--- config.mk ---
export PLATFORM = sky130hd
export DESIGN_NAME = sound_comm_flat
export DESIGN_NICKNAME = d
export VERILOG_FILES = /design/src/rtl/sound_comm_if.sv /design/src/rtl/sound_comm.sv /design/src/flat_wrapper.sv
export SDC_FILE = /design/constraint.sdc
export NUM_CORES = 1
export LEC_CHECK = 0
export BUFFER_PORTS_ARGS = -buffer_cell sky130_fd_sc_hd__buf_2
export CAP_MARGIN = 20
export CORE_MARGIN = 8
export CORE_UTILIZATION = 45
export CTS_BUF_LIST = sky130_fd_sc_hd__clkbuf_8
export CTS_CLUSTER_DIAMETER = 40
export DETAILED_ROUTE_END_ITERATION = 12
export GPL_ROUTABILITY_DRIVEN = 0
export MAX_ROUTING_LAYER = met4
export PLACE_DENSITY = 0.71
export SLEW_MARGIN = 40
export SYNTH_ARGS = -nofsm -noshare
export SYNTH_HDL_FRONTEND = slang
export SYNTH_SLANG_ARGS = --single-unit
--- constraint.sdc ---
create_clock -name clk_sys -period 1.9 [get_ports clk_sys]
set_input_delay 0.19 -clock clk_sys [delete_from_list [all_inputs] [get_ports clk_sys]]
set_output_delay 0.19 -clock clk_sys [all_outputs]
set_load 0.01 [all_outputs]
--- src/rtl/sound_comm_if.sv ---
// Bus bundle between the M68K sound-latch decode, the Z80 I/O decode and sound_comm.
// The slave modport is the sound_comm side; master is the CPU/decode side.
interface sound_comm_if;
    logic       z80_clk_en;
    logic       sound_latch_cs;
    logic       m68k_rw_n;
    logic       m68k_lds_n;
    logic [7:0] m68k_din;
    logic       z80_latch_r_cs;
    logic       z80_latch_clr_cs;
    logic       z80_rd_n;
    logic       z80_wr_n;
    logic       M1_n;
    logic       IORQ_n;
    logic [7:0] z80_dout;
    logic       z80_dout_en;
    logic       z80_int_n;
    logic       latch_full;

    modport slave (
        input  z80_clk_en,
        input  sound_latch_cs,
        input  m68k_rw_n,
        input  m68k_lds_n,
        input  m68k_din,
        input  z80_latch_r_cs,
        input  z80_latch_clr_cs,
        input  z80_rd_n,
        input  z80_wr_n,
        input  M1_n,
        input  IORQ_n,
        output z80_dout,
        output z80_dout_en,
        output z80_int_n,
        output latch_full
    );

    modport master (
        output z80_clk_en,
        output sound_latch_cs,
        output m68k_rw_n,
        output m68k_lds_n,
        output m68k_din,
        output z80_latch_r_cs,
        output z80_latch_clr_cs,
        output z80_rd_n,
        output z80_wr_n,
        output M1_n,
        output IORQ_n,
        input  z80_dout,
        input  z80_dout_en,
        input  z80_int_n,
        input  latch_full
    );
endinterface

--- src/rtl/sound_comm.sv ---
// M68K -> Z80 sound command latch with full flag, plus the Z80 periodic timer interrupt.
// Bus strobes are edge-detected so a strobe held for several clk_sys cycles acts once.
module sound_comm #(
    parameter int TIMER_DIV = 512
) (
    input  logic         clk_sys,
    input  logic         reset_n,
    sound_comm_if.slave  bus
);

    localparam int            TW        = (TIMER_DIV > 1) ? $clog2(TIMER_DIV) : 1;
    localparam logic [TW-1:0] TIMER_MAX = TW'(TIMER_DIV - 1);

    logic [7:0]    latch;
    logic          latch_full_q;
    logic [TW-1:0] timer;
    logic          irq_pending;
    logic          int_n_q;

    logic wr_prev;
    logic clr_prev;
    logic ack_prev;

    logic wr_term;
    logic clr_term;
    logic ack_term;
    logic wr_det;
    logic clr_det;
    logic ack_det;
    logic tick;
    logic irq_next;

    assign wr_term  = bus.sound_latch_cs & ~bus.m68k_rw_n & ~bus.m68k_lds_n;
    assign clr_term = bus.z80_latch_clr_cs & ~bus.z80_wr_n;
    assign ack_term = ~bus.M1_n & ~bus.IORQ_n;

    assign wr_det   = wr_term  & ~wr_prev;
    assign clr_det  = clr_term & ~clr_prev;
    assign ack_det  = ack_term & ~ack_prev;

    assign tick     = bus.z80_clk_en & (timer == TIMER_MAX);
    // A tick outranks a coincident acknowledge so that interrupt is never lost.
    assign irq_next = tick | (irq_pending & ~ack_det);

    always_ff @(posedge clk_sys) begin
        if (!reset_n) begin
            latch        <= 8'h00;
            latch_full_q <= 1'b0;
            timer        <= '0;
            irq_pending  <= 1'b0;
            int_n_q      <= 1'b1;
            wr_prev      <= 1'b0;
            clr_prev     <= 1'b0;
            ack_prev     <= 1'b0;
        end else begin
            wr_prev  <= wr_term;
            clr_prev <= clr_term;
            ack_prev <= ack_term;

            // The 68K write wins over a same-cycle Z80 clear.
            if (wr_det) begin
                latch        <= bus.m68k_din;
                latch_full_q <= 1'b1;
            end else if (clr_det) begin
                latch        <= 8'h00;
                latch_full_q <= 1'b0;
            end

            if (bus.z80_clk_en) begin
                timer <= tick ? '0 : timer + TW'(1);
            end

            irq_pending <= irq_next;
            int_n_q     <= ~irq_next;
        end
    end

    assign bus.z80_dout    = latch;
    assign bus.z80_dout_en = bus.z80_latch_r_cs & ~bus.z80_rd_n;
    assign bus.z80_int_n   = int_n_q;
    assign bus.latch_full  = latch_full_q;

endmodule
--- src/flat_wrapper.sv ---
// flat-port wrapper written by rule: the top's interface ports become plain ports
module sound_comm_flat 
#(
    parameter int TIMER_DIV = 512
)
  (clk_sys, reset_n, bus_z80_clk_en, bus_sound_latch_cs, bus_m68k_rw_n, bus_m68k_lds_n, bus_m68k_din, bus_z80_latch_r_cs, bus_z80_latch_clr_cs, bus_z80_rd_n, bus_z80_wr_n, bus_M1_n, bus_IORQ_n, bus_z80_dout, bus_z80_dout_en, bus_z80_int_n, bus_latch_full);
  sound_comm_if bus_i ();
  input  logic clk_sys;
  input  logic reset_n;
  input wire logic [$bits(bus_i.z80_clk_en)-1:0] bus_z80_clk_en;
  input wire logic [$bits(bus_i.sound_latch_cs)-1:0] bus_sound_latch_cs;
  input wire logic [$bits(bus_i.m68k_rw_n)-1:0] bus_m68k_rw_n;
  input wire logic [$bits(bus_i.m68k_lds_n)-1:0] bus_m68k_lds_n;
  input wire logic [$bits(bus_i.m68k_din)-1:0] bus_m68k_din;
  input wire logic [$bits(bus_i.z80_latch_r_cs)-1:0] bus_z80_latch_r_cs;
  input wire logic [$bits(bus_i.z80_latch_clr_cs)-1:0] bus_z80_latch_clr_cs;
  input wire logic [$bits(bus_i.z80_rd_n)-1:0] bus_z80_rd_n;
  input wire logic [$bits(bus_i.z80_wr_n)-1:0] bus_z80_wr_n;
  input wire logic [$bits(bus_i.M1_n)-1:0] bus_M1_n;
  input wire logic [$bits(bus_i.IORQ_n)-1:0] bus_IORQ_n;
  output wire logic [$bits(bus_i.z80_dout)-1:0] bus_z80_dout;
  output wire logic [$bits(bus_i.z80_dout_en)-1:0] bus_z80_dout_en;
  output wire logic [$bits(bus_i.z80_int_n)-1:0] bus_z80_int_n;
  output wire logic [$bits(bus_i.latch_full)-1:0] bus_latch_full;
  assign bus_i.z80_clk_en = bus_z80_clk_en;
  assign bus_i.sound_latch_cs = bus_sound_latch_cs;
  assign bus_i.m68k_rw_n = bus_m68k_rw_n;
  assign bus_i.m68k_lds_n = bus_m68k_lds_n;
  assign bus_i.m68k_din = bus_m68k_din;
  assign bus_i.z80_latch_r_cs = bus_z80_latch_r_cs;
  assign bus_i.z80_latch_clr_cs = bus_z80_latch_clr_cs;
  assign bus_i.z80_rd_n = bus_z80_rd_n;
  assign bus_i.z80_wr_n = bus_z80_wr_n;
  assign bus_i.M1_n = bus_M1_n;
  assign bus_i.IORQ_n = bus_IORQ_n;
  assign bus_z80_dout = bus_i.z80_dout;
  assign bus_z80_dout_en = bus_i.z80_dout_en;
  assign bus_z80_int_n = bus_i.z80_int_n;
  assign bus_latch_full = bus_i.latch_full;
  sound_comm #(.TIMER_DIV(TIMER_DIV)) u_core (.clk_sys(clk_sys), .reset_n(reset_n), .bus(bus_i));
endmodule
## Word level (Yosys, flattened, before mapping)

Index checks and enable logic that the tools add are counted.
W data, S select, Z words.

| storage, ports and cells | value |
|---|---|
| register bits | 23 |
| latch bits | 0 |
| memory bits (writable) | 0 |
| bits in read-only memories | 0 |
| bits of input ports | 20 |
| output and inout port bits | 11 |
| logic and storage cells | 38 |
| memories kept | 0 |

| operators by class | value |
|---|---|
| add/subtract/negate cells | 1 |
| multipliers | 0 |
| div/mod/pow operators | 0 |
| $lt $le $gt $ge | 0 |
| equality and inequality tests | 1 |
| shifts and indexed selects | 0 |
| multiplexer cells | 5 |
| bitwise operators | 22 |
| reduce and logical (&&, ||, !) cells | 1 |

Operators with widths:

| kind | count |
|---|---|
| $mux W8 | 2 |
| $not A1 Y1 | 11 |
| $and A1 B1 Y1 | 10 |
| $add A9 B1 Y9 const B | 1 |
| $eq A9 B9 Y1 const B | 1 |
| $mux W9 | 1 |
| $mux W1 | 2 |
| $reduce_bool A2 Y1 | 1 |
| $or A1 B1 Y1 | 1 |

## Longest topological paths before layout

Gate-level depths: netlist of the first run.

| depth | value |
|---|---|
| word-level depth | 7 |
| mapped depth | 7 |
| mapped depth without buffers | 7 |

## Worst setup path before layout of the first run

OpenSTA, ideal clock, no wires.

| path | value |
|---|---|
| path kind | register to register |
| start point | register u_core.timer[0] |
| end point | register u_core.timer[0] |
| setup time | 0.123 ns |
| arrival | 1.169 ns |
| data required time | 1.777 ns |
| setup slack | 0.609 ns |
| cell stages (with the launch flop) | 8 |
| buffers on the path | 0 |
| clock period less this slack | 1.291 ns |
| cell sequence | dfxtp_1 ha_1 nand3_1 nor2_1 ha_1 nand2_1 nand2_1 nor2_1 |

| on the way | value |
|---|---|
| cells in the longest elaborated chain, start to end | 3 |
| elaborated cells between the ends (all ways) | 4 |
| classes of those cells | add/sub (1); eq/ne (1); mux (1); bitwise (1) |

RTL lines:

| element | RTL line | source |
|---|---|---|
| start: declaration | sound_comm.sv:16 | `logic [TW-1:0] timer;` |
| start signal: assignment | sound_comm.sv:70 | `timer <= tick ? '0 : timer + TW'(1);` |
| parallel branches: the longest is 2 deep, another holds $add A9 B1 Y9 | n/a |  |
| $mux W9 (*) | sound_comm.sv:70 |  |

Mark *: on every way between the ends.
A chain may end at the register's enable or synchronous reset.

## Worst setup path after layout of the first run

| path | value |
|---|---|
| start point | register u_core.timer[0] |
| end point | register u_core.timer[2] |

Same word-level chain as after synthesis.

==> results of run 1 <==
==> power breakdown <==
| group | switching, W | internal, W | leakage, nW | total (W) |
|---|---|---|---|---|
| logic | 0.0000446 | 0.0000395 | 0.275 | 0.0000840 |
| clock network | 0.000151 | 0.000146 | 0.0255 | 0.000297 |
| registers | 0.00000937 | 0.000494 | 0.187 | 0.000504 |
==> sequential cells by signal, indices dropped and copies added (netlist names) <==
register,cells
u_core.timer,9
u_core.bus.z80_dout,8
u_core.ack_prev,1
u_core.bus.latch_full,1
u_core.bus.z80_int_n,1
u_core.clr_prev,1
u_core.irq_pending,1
u_core.wr_prev,1
==> layer usage <==
metal,part of all wire,up-vias,global-route usage
li1,-,406,-
met1,0.43,350,0.119
met2,0.50,25,0.173
met3,0.057,4,0.0271
met4,0.012,0,0.0266
met5,0,-,-
==> worst reg2reg max path, delay by kind of cell (launching register included) <==
| kind | cells | cell delay (ns) |
|---|---|---|
| and+or+nand+nor | 5 | 0.60 |
| DFF | 1 | 0.41 |
| adders and majority gates | 2 | 0.37 |
==> metrics by stage <==
| stage | area (sq um) | power [W] |
|---|---|---|
| after floorplan | 915 | 0.000564 |
| after CTS | 1120 | 0.000891 |
| after global routing | 1120 | 0.000916 |
| after global placement | 1070 | 0.000595 |
| after detailed placement | 1070 | 0.000598 |
| final | 1120 | 0.000885 |
==> final timing paths <==
path                          start                      to
max                 u_core.timer[0]         u_core.timer[2]
min                      bus_IORQ_n         u_core.ack_prev
max reg2reg         u_core.timer[0]         u_core.timer[2]
min reg2reg  u_core.bus.z80_dout[7]  u_core.bus.z80_dout[7]
==> kinds of logic (layout without fill, tap and decap cells) <==
family	count (synthesis)	count (layout)	synth area share
XOR/XNOR	4	4	0.0383
AND/OR/NAND/NOR	47	47	0.275
adder cells (fa/ha/maj)	2	2	0.0274
multiplexers	2	2	0.0219
buffers and inverters	4	34	0.0260
flip-flops	23	23	0.503
AO/OA/AOI/OAI	16	16	0.108
==> placed cells by master, fill, tap and decap left out <==
master,Yosys,final
a21boi_2,1,1
a21oi_1,3,3
and2_1,1,1
and3b_1,1,1
and4bb_2,1,1
buf_2,1,30
clkbuf_8,0,3
clkinv_2,0,1
dfxtp_1,23,23
ha_1,2,2
mux2i_1,2,2
nand2_1,22,22
nand2_8,1,1
nand3_1,3,3
nand4_1,4,4
nor2_1,7,7
nor2b_1,1,1
nor3b_1,1,1
o21ai_0,3,3
o22ai_1,8,8
o31ai_1,1,1
or3_1,3,3
or3b_2,1,1
or4b_4,1,1
xnor2_1,1,1
xor2_1,3,3
==> area by class of cell <==
class	instances	area [sq um]
timing repair buffer	30	150
clock buffer	3	41.3
sequential	23	460
fill	203	821
tap	27	33.8
clock inverter	1	5.00
multi-input combinational	71	430
==> impl_metrics.toml, run 1 <==
[pwr]
p_leak_nw = 0.487
vdd_ir_drop_max_uv = 674
power_density_mw_per_mm2 = 789

[detailed_routing]
drc = 0
wire_per_inst_um = 12.5
drtIter0Drc = 20
vias = 785
drt-pass1-iter-count = 4
vias_per_cell = 5.06
finalWirelength_mm = 1.94
drtAntennaViolNets = 0

[die]
pin_count = 31
num_rows = 16
dieArea_sq_mm = 0.00373
core-area_sq_mm = 0.00194
die-width_um = 61.1
die_h_um = 61.1
start_util = 0.471

[logic_synthesis]
synthFlopType = "dfxtp_1"
synthCells = 98
synth_top_area_share = 0.503
ys_ff_latch = 23
synth_area_sq_um = 915
synthTopCellsByArea = "dfxtp_1, nand2_1, o22ai_1"
synth.most_common_cell = "dfxtp_1"
ys_types = 26
async_flop_share = 0
synth_warnings = 0
yosys.area.top_type = "dfxtp_1"
synth_common_cells = "dfxtp_1, nand2_1, o22ai_1, nor2_1, nand4_1"
syn_avg_cell_area_sq_um = 9.33
syn_nets = 120
yosysSeqAreaShare = 0.503
synth-edff-count = 0

[placed_design]
place_ws_ns = 0.417
io_buffers = 30
dp_cells = 151
dpl.hpwl_mm = 1.49

[timing]
max_freq_mhz = 667
finalCritPeriodShare = 0.789
setup_violations = 0
slew_viol_final = 0
min_period_ns = 1.50
skew_ns = 0.00112
hold_violations = 0
slew_headroom = 0.765
fin_ws_ns = 0.400
tightestPinTransition_ns = 0.352
hold_ws_ns = 0.0992
rsz0062_at_grt = "false"
finalSetupTns_ns = 0

[critical_path]
rrSetupSlack_ns = 0.40
cp.arrival_ns = 1.64
critical_path_class = "register to register"
crit_fanout = 9
r2r_cells = 7
cp_top_family = "simple AND/OR/NAND/NOR gates"
critPathMaxStageDelay_ns = 0.41
cp_num_buf_inv = 0
required_ns = 2.04
start_kind = "register"
crit_chain = "ha_1 > nand3_1 > nor2_1 > ha_1 > nand2_1 > nand2_1 > nor2_1"
worstSetupPathDepth = 7
crit_path_end_kind = "register"
cp_slowest_cell = "dfxtp_1"

[grt]
grt_max_degree = 24
grt_pass1_wl_mm = 2.96
grt_overflow = 0
first_global_vias = 734
grt_usage = 0.103
antenna_found_initial = 0

[finish]
num_antenna_cells = 0
instances_no_fill = 155
finish.utilization = 0.577
nNetsFinal = 151
drive_gt1_frac = 0.305
syn2layout_area_growth_pct = 22.6

[status]
outcome = "finished clean"

[hold_path]
hold_path.class = "input port to register"
hold_path_depth = 2

[clock_network]
cts.sinks = 23
root_buffer = "clkbuf_8"
cts_resized = 0
cts_made_buffers = 3
clkLatencyLatePin_ns = 0.26
cts_max_path_buffers = 2
path_clk_slew_ns = 0.08
h-tree-depth = 1
hold_buffers = 0
cts_setup_buffers = 0
cts_tree = "done"

[flow_run]
maxCapViolations = 0
Power figures use the tool's default switching activity.
==> run 2, diff against run 1 <==
--- a/config.mk
+++ b/config.mk
@@ -5,6 +5,7 @@
 export SDC_FILE = /design/constraint.sdc
 export NUM_CORES = 1
 export LEC_CHECK = 0
+export ABC_AREA = 1
 export BUFFER_PORTS_ARGS = -buffer_cell sky130_fd_sc_hd__buf_2
 export CAP_MARGIN = 20
 export CORE_MARGIN = 8
@@ -14,7 +15,7 @@
 export DETAILED_ROUTE_END_ITERATION = 12
 export GPL_ROUTABILITY_DRIVEN = 0
 export MAX_ROUTING_LAYER = met4
-export PLACE_DENSITY = 0.71
+export PLACE_DENSITY = 0.72
 export SLEW_MARGIN = 40
 export SYNTH_ARGS = -nofsm -noshare
 export SYNTH_HDL_FRONTEND = slang
==> constraint.sdc (replaced) <==
create_clock -name clk_sys -period 1.3 [get_ports clk_sys]
set_input_delay 0.13 -clock clk_sys [delete_from_list [all_inputs] [get_ports clk_sys]]
set_output_delay 0.13 -clock clk_sys [all_outputs]
set_load 0.01 [all_outputs]
==> run 2 against run 1 <==
Utilization increased by 6.6 points. Total power increased by 50%. Final cell count increased by 29%. The run now ends with setup timing left. Non-clock buffer count increased by 14. First-iteration DRC count increased by 130%. Register-to-register slack got worse by 0.61 ns. Critical path depth increased by 4. Via count increased by 18%. Worst hold slack got worse by 0.065 ns.
==> impl_metrics.toml, run 2 <==
[hold_path]
hold_path.class = "input port to register"
min_to = "u_core.ack_prev"
min-delay-start = "bus_M1_n"
hold_path_depth = 2

[logic_synthesis]
yosysSeqAreaShare = 0.458
synthCells = 126
ys_types = 23
synth.most_common_cell = "dfxtp_1"
synth-edff-count = 0
synth_area_sq_mm = 0.00101
synth_common_cells = "dfxtp_1, nand2_1, inv_1, a21oi_1, nor2_1"
syn_nets = 148
syn_avg_cell_area_sq_um = 7.98
ys_ff_latch = 23
async_flop_share = 0
yosys.area.top_type = "dfxtp_1"
synth_warnings = 0
synthTopCellsByArea = "dfxtp_1, nand2_1, a21oi_1"
synth_top_area_share = 0.458
synthFlopType = "dfxtp_1"

[clock_network]
cts_max_path_buffers = 2
hold_buffers = 0
cts_made_buffers = 3
clkLatencyLatePin_ns = 0.27
h-tree-depth = 1
path_clk_slew_ns = 0.08
cts_tree = "done"
cts.sinks = 23
root_buffer = "clkbuf_8"

[die]
die_h_um = 63.3
die-width_um = 63.3
start_util = 0.464
core-area_sq_mm = 0.00217
pin_count = 31
dieArea_sq_mm = 0.00400
num_rows = 17

[critical_path]
r2r_cells = 11
worstReg2RegStart = "u_core.timer[0]"
rr_endpoint = "u_core.timer[0]"
crit_fanout = 7
critPathMaxStageDelay_ns = 0.36
cp_top_family = "simple AND/OR/NAND/NOR gates"
start_kind = "register"
cp_common_cell = "nor2_4"
cp_slowest_cell = "dfxtp_4"
rrSetupSlack_ns = -0.21
critical_path_class = "register to register"
required_ns = 1.50
cp.arrival_ns = 1.71
crit_path_end_kind = "register"
cp_num_buf_inv = 2
crit_chain = "ha_4 > nand2_4 > nor2_4 > nand3_2 > nor2_2 > ha_2 > nand2_2 > inv_2 > nor2_4 > clkinv_4 > nor3b_2"

[detailed_routing]
vias = 929
drt-pass1-iter-count = 4
drc = 0
finalWirelength_mm = 2.35
vias_per_cell = 4.65
wire_per_inst_um = 11.8
drtAntennaViolNets = 0
drtIter0Drc = 46

[grt]
grt_usage = 0.114
grt_max_degree = 14
grt_overflow = 0
first_global_vias = 895
antenna_found_initial = 0
grt_pass1_wl_mm = 3.68

[timing]
skew_ns = 0.00577
slew_viol_final = 0
hold_ws_ns = 0.0343
rsz0062_at_grt = "true"
finalCritPeriodShare = 1.16
slew_headroom = 0.783
min_period_ns = 1.51
tightestPinTransition_ns = 0.325
setup_violations = 11
max_freq_mhz = 660
finalSetupTns_ns = -1.95
hold_violations = 0
fin_ws_ns = -0.214

[placed_design]
dpl.hpwl_mm = 1.69
postPlaceCellArea_sq_mm = 0.00125
io_buffers = 30

[finish]
top_register = "u_core.timer"
finish.utilization = 0.643
drive_gt1_frac = 0.453
num_antenna_cells = 0
largest_reg_flops = 9
final_common_cell = "buf_2"
final_cell_mix = "buf_2, dfxtp_1, nand2_1, inv_1, buf_4"
fin_area_sq_mm = 0.00140
nNetsFinal = 195
syn2layout_area_growth_pct = 38.7

[status]
violations = "setup timing"
outcome = "finished with violations"

[pwr]
p_total_w = 0.00133
power_density_mw_per_mm2 = 953
vdd_ir_drop_max_uv = 995
p_leak_nw = 0.670

[flow_run]
maxCapViolations = 0
## run 2: cell count changes in the layout (fill, tap and decap cells not counted), moves of 4 or more
cell,change
nand3_2,+5
inv_1,+15
buf_4,+14
nand3_1,+7
o22ai_1,-8
nor2_2,+4
a21oi_1,+8
## run 2: timing repair
action	CTS	global route
cloned	0	0
setup buffers	4	2
gates resized for setup	6	8
setup endpoints to repair	11	11
pin swaps	7	10
## run 2: how the worst max path moves through the flow
| stage | start | end | slack [ns] | cells past startpoint |
|---|---|---|---|---|
| after detailed placement | u_core.timer[1] | u_core.bus.z80_int_n | -0.17 | 11 |
| after global placement | u_core.timer[1] | u_core.bus.z80_int_n | -0.11 | 11 |
| after CTS | u_core.timer[1] | u_core.bus.z80_int_n | -0.15 | 11 |
| after global routing | u_core.timer[0] | u_core.bus.z80_int_n | -0.26 | 11 |
| final | u_core.timer[0] | u_core.timer[0] | -0.21 | 11 |
| after floorplan | u_core.timer[1] | u_core.bus.z80_int_n | -0.06 | 11 |
## run 2: worst register-to-register path: cells and delay by family (launching register included)
kind / cells / cell delay (ns)
AND/OR/NAND/NOR: 7 / 0.57
flip-flops: 1 / 0.36
adder cells (fa/ha/maj): 2 / 0.35
buffers and inverters: 2 / 0.16
## run 2: area by class of cell
class / instances / area [sq um]
tap: 28 / 35.0
timing repair buffer: 44 / 255
multi-input combinational: 82 / 517
clock inverter: 1 / 5.00
fill: 199 / 774
inverter: 19 / 76.3
sequential: 23 / 465
clock buffer: 3 / 41.3
## run 2: where the power goes
part | internal, W | total, W | switching, W
clock network | 0.000214 | 0.000448 | 0.000234
registers | 0.000722 | 0.000733 | 0.0000110
logic | 0.0000694 | 0.000149 | 0.0000794
## run 2: cells by family (layout without fill, tap and decap cells)
kind of cell               count (synthesis)  after routing  share of synthesized area
and+or+nand+nor                           62             62                      0.331
DFF                                       23             23                      0.458
buffers and inverters                     21             67                     0.0871
AOI/OAI and AO/OA                         16             16                     0.0796
adders and majority gates                  2              2                     0.0249
muxes                                      2              2                     0.0199
## run 2: metrics by stage
step                      std cells  worst slack (ns)
after floorplan                 126           -0.0592
after global placement          190            -0.110
after detailed placement        190            -0.170
after CTS                       198            -0.154
after global routing            200            -0.264
final                           200            -0.214
## run 2: layer usage
layer	track usage	wire, um	vias up
met5	-	0	-
met4	0.0669	54	0
met3	0.0353	121	5
met2	0.178	1100	19
met1	0.127	1080	413
li1	-	-	492
==> run 3, diff against run 2 <==
--- a/config.mk
+++ b/config.mk
@@ -9,13 +9,13 @@
 export BUFFER_PORTS_ARGS = -buffer_cell sky130_fd_sc_hd__buf_2
 export CAP_MARGIN = 20
 export CORE_MARGIN = 8
-export CORE_UTILIZATION = 45
+export CORE_UTILIZATION = 47
 export CTS_BUF_LIST = sky130_fd_sc_hd__clkbuf_8
 export CTS_CLUSTER_DIAMETER = 40
 export DETAILED_ROUTE_END_ITERATION = 12
 export GPL_ROUTABILITY_DRIVEN = 0
 export MAX_ROUTING_LAYER = met4
-export PLACE_DENSITY = 0.72
+export PLACE_DENSITY = 0.75
 export SLEW_MARGIN = 40
 export SYNTH_ARGS = -nofsm -noshare
 export SYNTH_HDL_FRONTEND = slang
==> run 3 against run 2 <==
The run still ends with setup timing left. Worst hold slack got worse by 0.0029 ns. Flip-flop and latch count is the same. Clock skew fell by 0.0024 ns. Via count up 5.2%. Setup slack better by 0.0034 ns. First-iteration DRC count is 11% lower. Final cell count fell by 1.5%. Total power hardly changed. Register-to-register slack about the same. Combinational power about the same. Design area is 2.1% lower. Sequential share of layout area up 0.70 points. Critical path type unchanged. Critical endpoint unchanged. Largest power group unchanged. Highest routed layer unchanged.
==> impl_metrics.toml, run 3 (same netlist as run 2, synthesis figures left out) <==
[status]
outcome = "finished with violations"
violations = "setup timing"

[placed_design]
place_ws_ns = -0.231
postPlaceCellArea_sq_mm = 0.00125
io_buffers = 30
dp_cells = 188
dpl.hpwl_mm = 1.90

[die]
num_rows = 16
start_util = 0.508
die_h_um = 62.3
core-area_sq_mm = 0.00198
die-width_um = 62.3
dieArea_sq_mm = 0.00388
pin_count = 31

[finish]
fin_area_sq_mm = 0.00137
syn2layout_area_growth_pct = 35.8
num_antenna_cells = 0
final_common_cell = "buf_2"
final_cell_mix = "buf_2, dfxtp_1, nand2_1, inv_1, a21oi_1"
largest_reg_flops = 9
nNetsFinal = 193
top_register = "u_core.timer"
instances_no_fill = 197
drive_gt1_frac = 0.429

[hold_path]
hold_path.class = "input port to register"

[timing]
setup_violations = 11
hold_violations = 0
max_freq_mhz = 662
slew_headroom = 0.789
slew_viol_final = 0
min_period_ns = 1.51
skew_ns = 0.00337
tightestPinTransition_ns = 0.316
hold_ws_ns = 0.0314
fin_ws_ns = -0.211
rsz0062_at_grt = "true"
finalCritPeriodShare = 1.16

[pwr]
p_int_w = 0.00100
p_total_w = 0.00133
p_leak_nw = 0.659
p_clk_frac = 0.337
power_density_mw_per_mm2 = 974
comb_power_share = 0.112
p_switching_w = 0.000328
switching_share = 0.247
vdd_ir_drop_max_uv = 773
p_seq_frac = 0.551

[detailed_routing]
wire_per_inst_um = 13.8
drc = 0
finalWirelength_mm = 2.72
drtIter0Drc = 41
drtAntennaViolNets = 0
vias_per_cell = 4.96
vias = 977
drt-pass1-iter-count = 4

[critical_path]
start_kind = "register"
cp.arrival_ns = 1.71
critical_path_class = "register to register"
required_ns = 1.49
crit_path_end_kind = "register"
crit_fanout = 7

[clock_network]
path_clk_slew_ns = 0.08
cts_made_buffers = 3
cts.sinks = 23
h-tree-depth = 1
cts_tree = "done"
clkLatencyLatePin_ns = 0.27
cts_max_path_buffers = 2
root_buffer = "clkbuf_8"
hold_buffers = 0

[grt]
grt_usage = 0.140
grt_pass1_wl_mm = 4.44
grt_max_degree = 14
antenna_found_initial = 0
grt_overflow = 0
first_global_vias = 1045

[flow_run]
maxCapViolations = 0
run 3: cell count changes in the layout (fill, tap and decap cells not counted):
cell and delta:
a21oi_1 +2, a21oi_2 -2, buf_4 -2, nand3_1 +1, nand3_2 -1
run 3: cell type report:
class,instances,area [sq um]
multi-input combinational,82,504
tap,27,33.8
clock buffer,3,41.3
sequential,23,465
inverter,19,76.3
clock inverter,1,5.00
fill,165,616
timing repair buffer,42,240
run 3: metal layers:
layer	up-vias	wire length, um	global-route usage
met4	0	56	0.0655
met5	-	0	-
met3	10	132	0.0305
met1	446	1110	0.150
met2	33	1430	0.241
li1	488	-	-
run 3: path summary, 6_finish.rpt:
kind,start,to,slack (ns),cells past startpoint
max,u_core.timer[0],u_core.timer[0],-0.21,11
min,bus_z80_wr_n,u_core.clr_prev,0.03,2
max reg2reg,u_core.timer[0],u_core.timer[0],-0.21,11
min reg2reg,u_core.bus.latch_full,u_core.bus.latch_full,0.47,2
run 3: stage by stage:
step                setup TNS [ns]  utilization
global route                 -2.75        0.689
finish                       -1.90        0.689
CTS                          -2.06        0.671
global placement            -0.821        0.629
detailed placement           -2.27        0.629
floorplan                   -0.479            -
run 3: timing repair:
action / CTS / global route
pin swaps: 5 / 9
setup endpoints to repair: 11 / 11
resized for setup: 3 / 8
buffers inserted: 4 / 1
run 3: worst max-delay path, cell delays in order (launching register included):
cell and delay, ns:
dfxtp_4 0.36, ha_4 0.16, nand2_4 0.07, nor2_4 0.04, nand3_2 0.06, nor2_2 0.04, ha_2 0.18, nand2_2 0.07
inv_2 0.05, nor2_4 0.13, clkinv_4 0.11, nor3b_2 0.17
run 3: power groups by stage:
stage	Clock [W]	Combinational [W]	Sequential, W
after detailed placement	0	0.000140	0.000749
final	0.000449	0.000149	0.000733
after global placement	0	0.000135	0.000748
after CTS	0.000459	0.000143	0.000733
after global routing	0.000495	0.000165	0.000736
after floorplan	0	0.0000711	0.000755
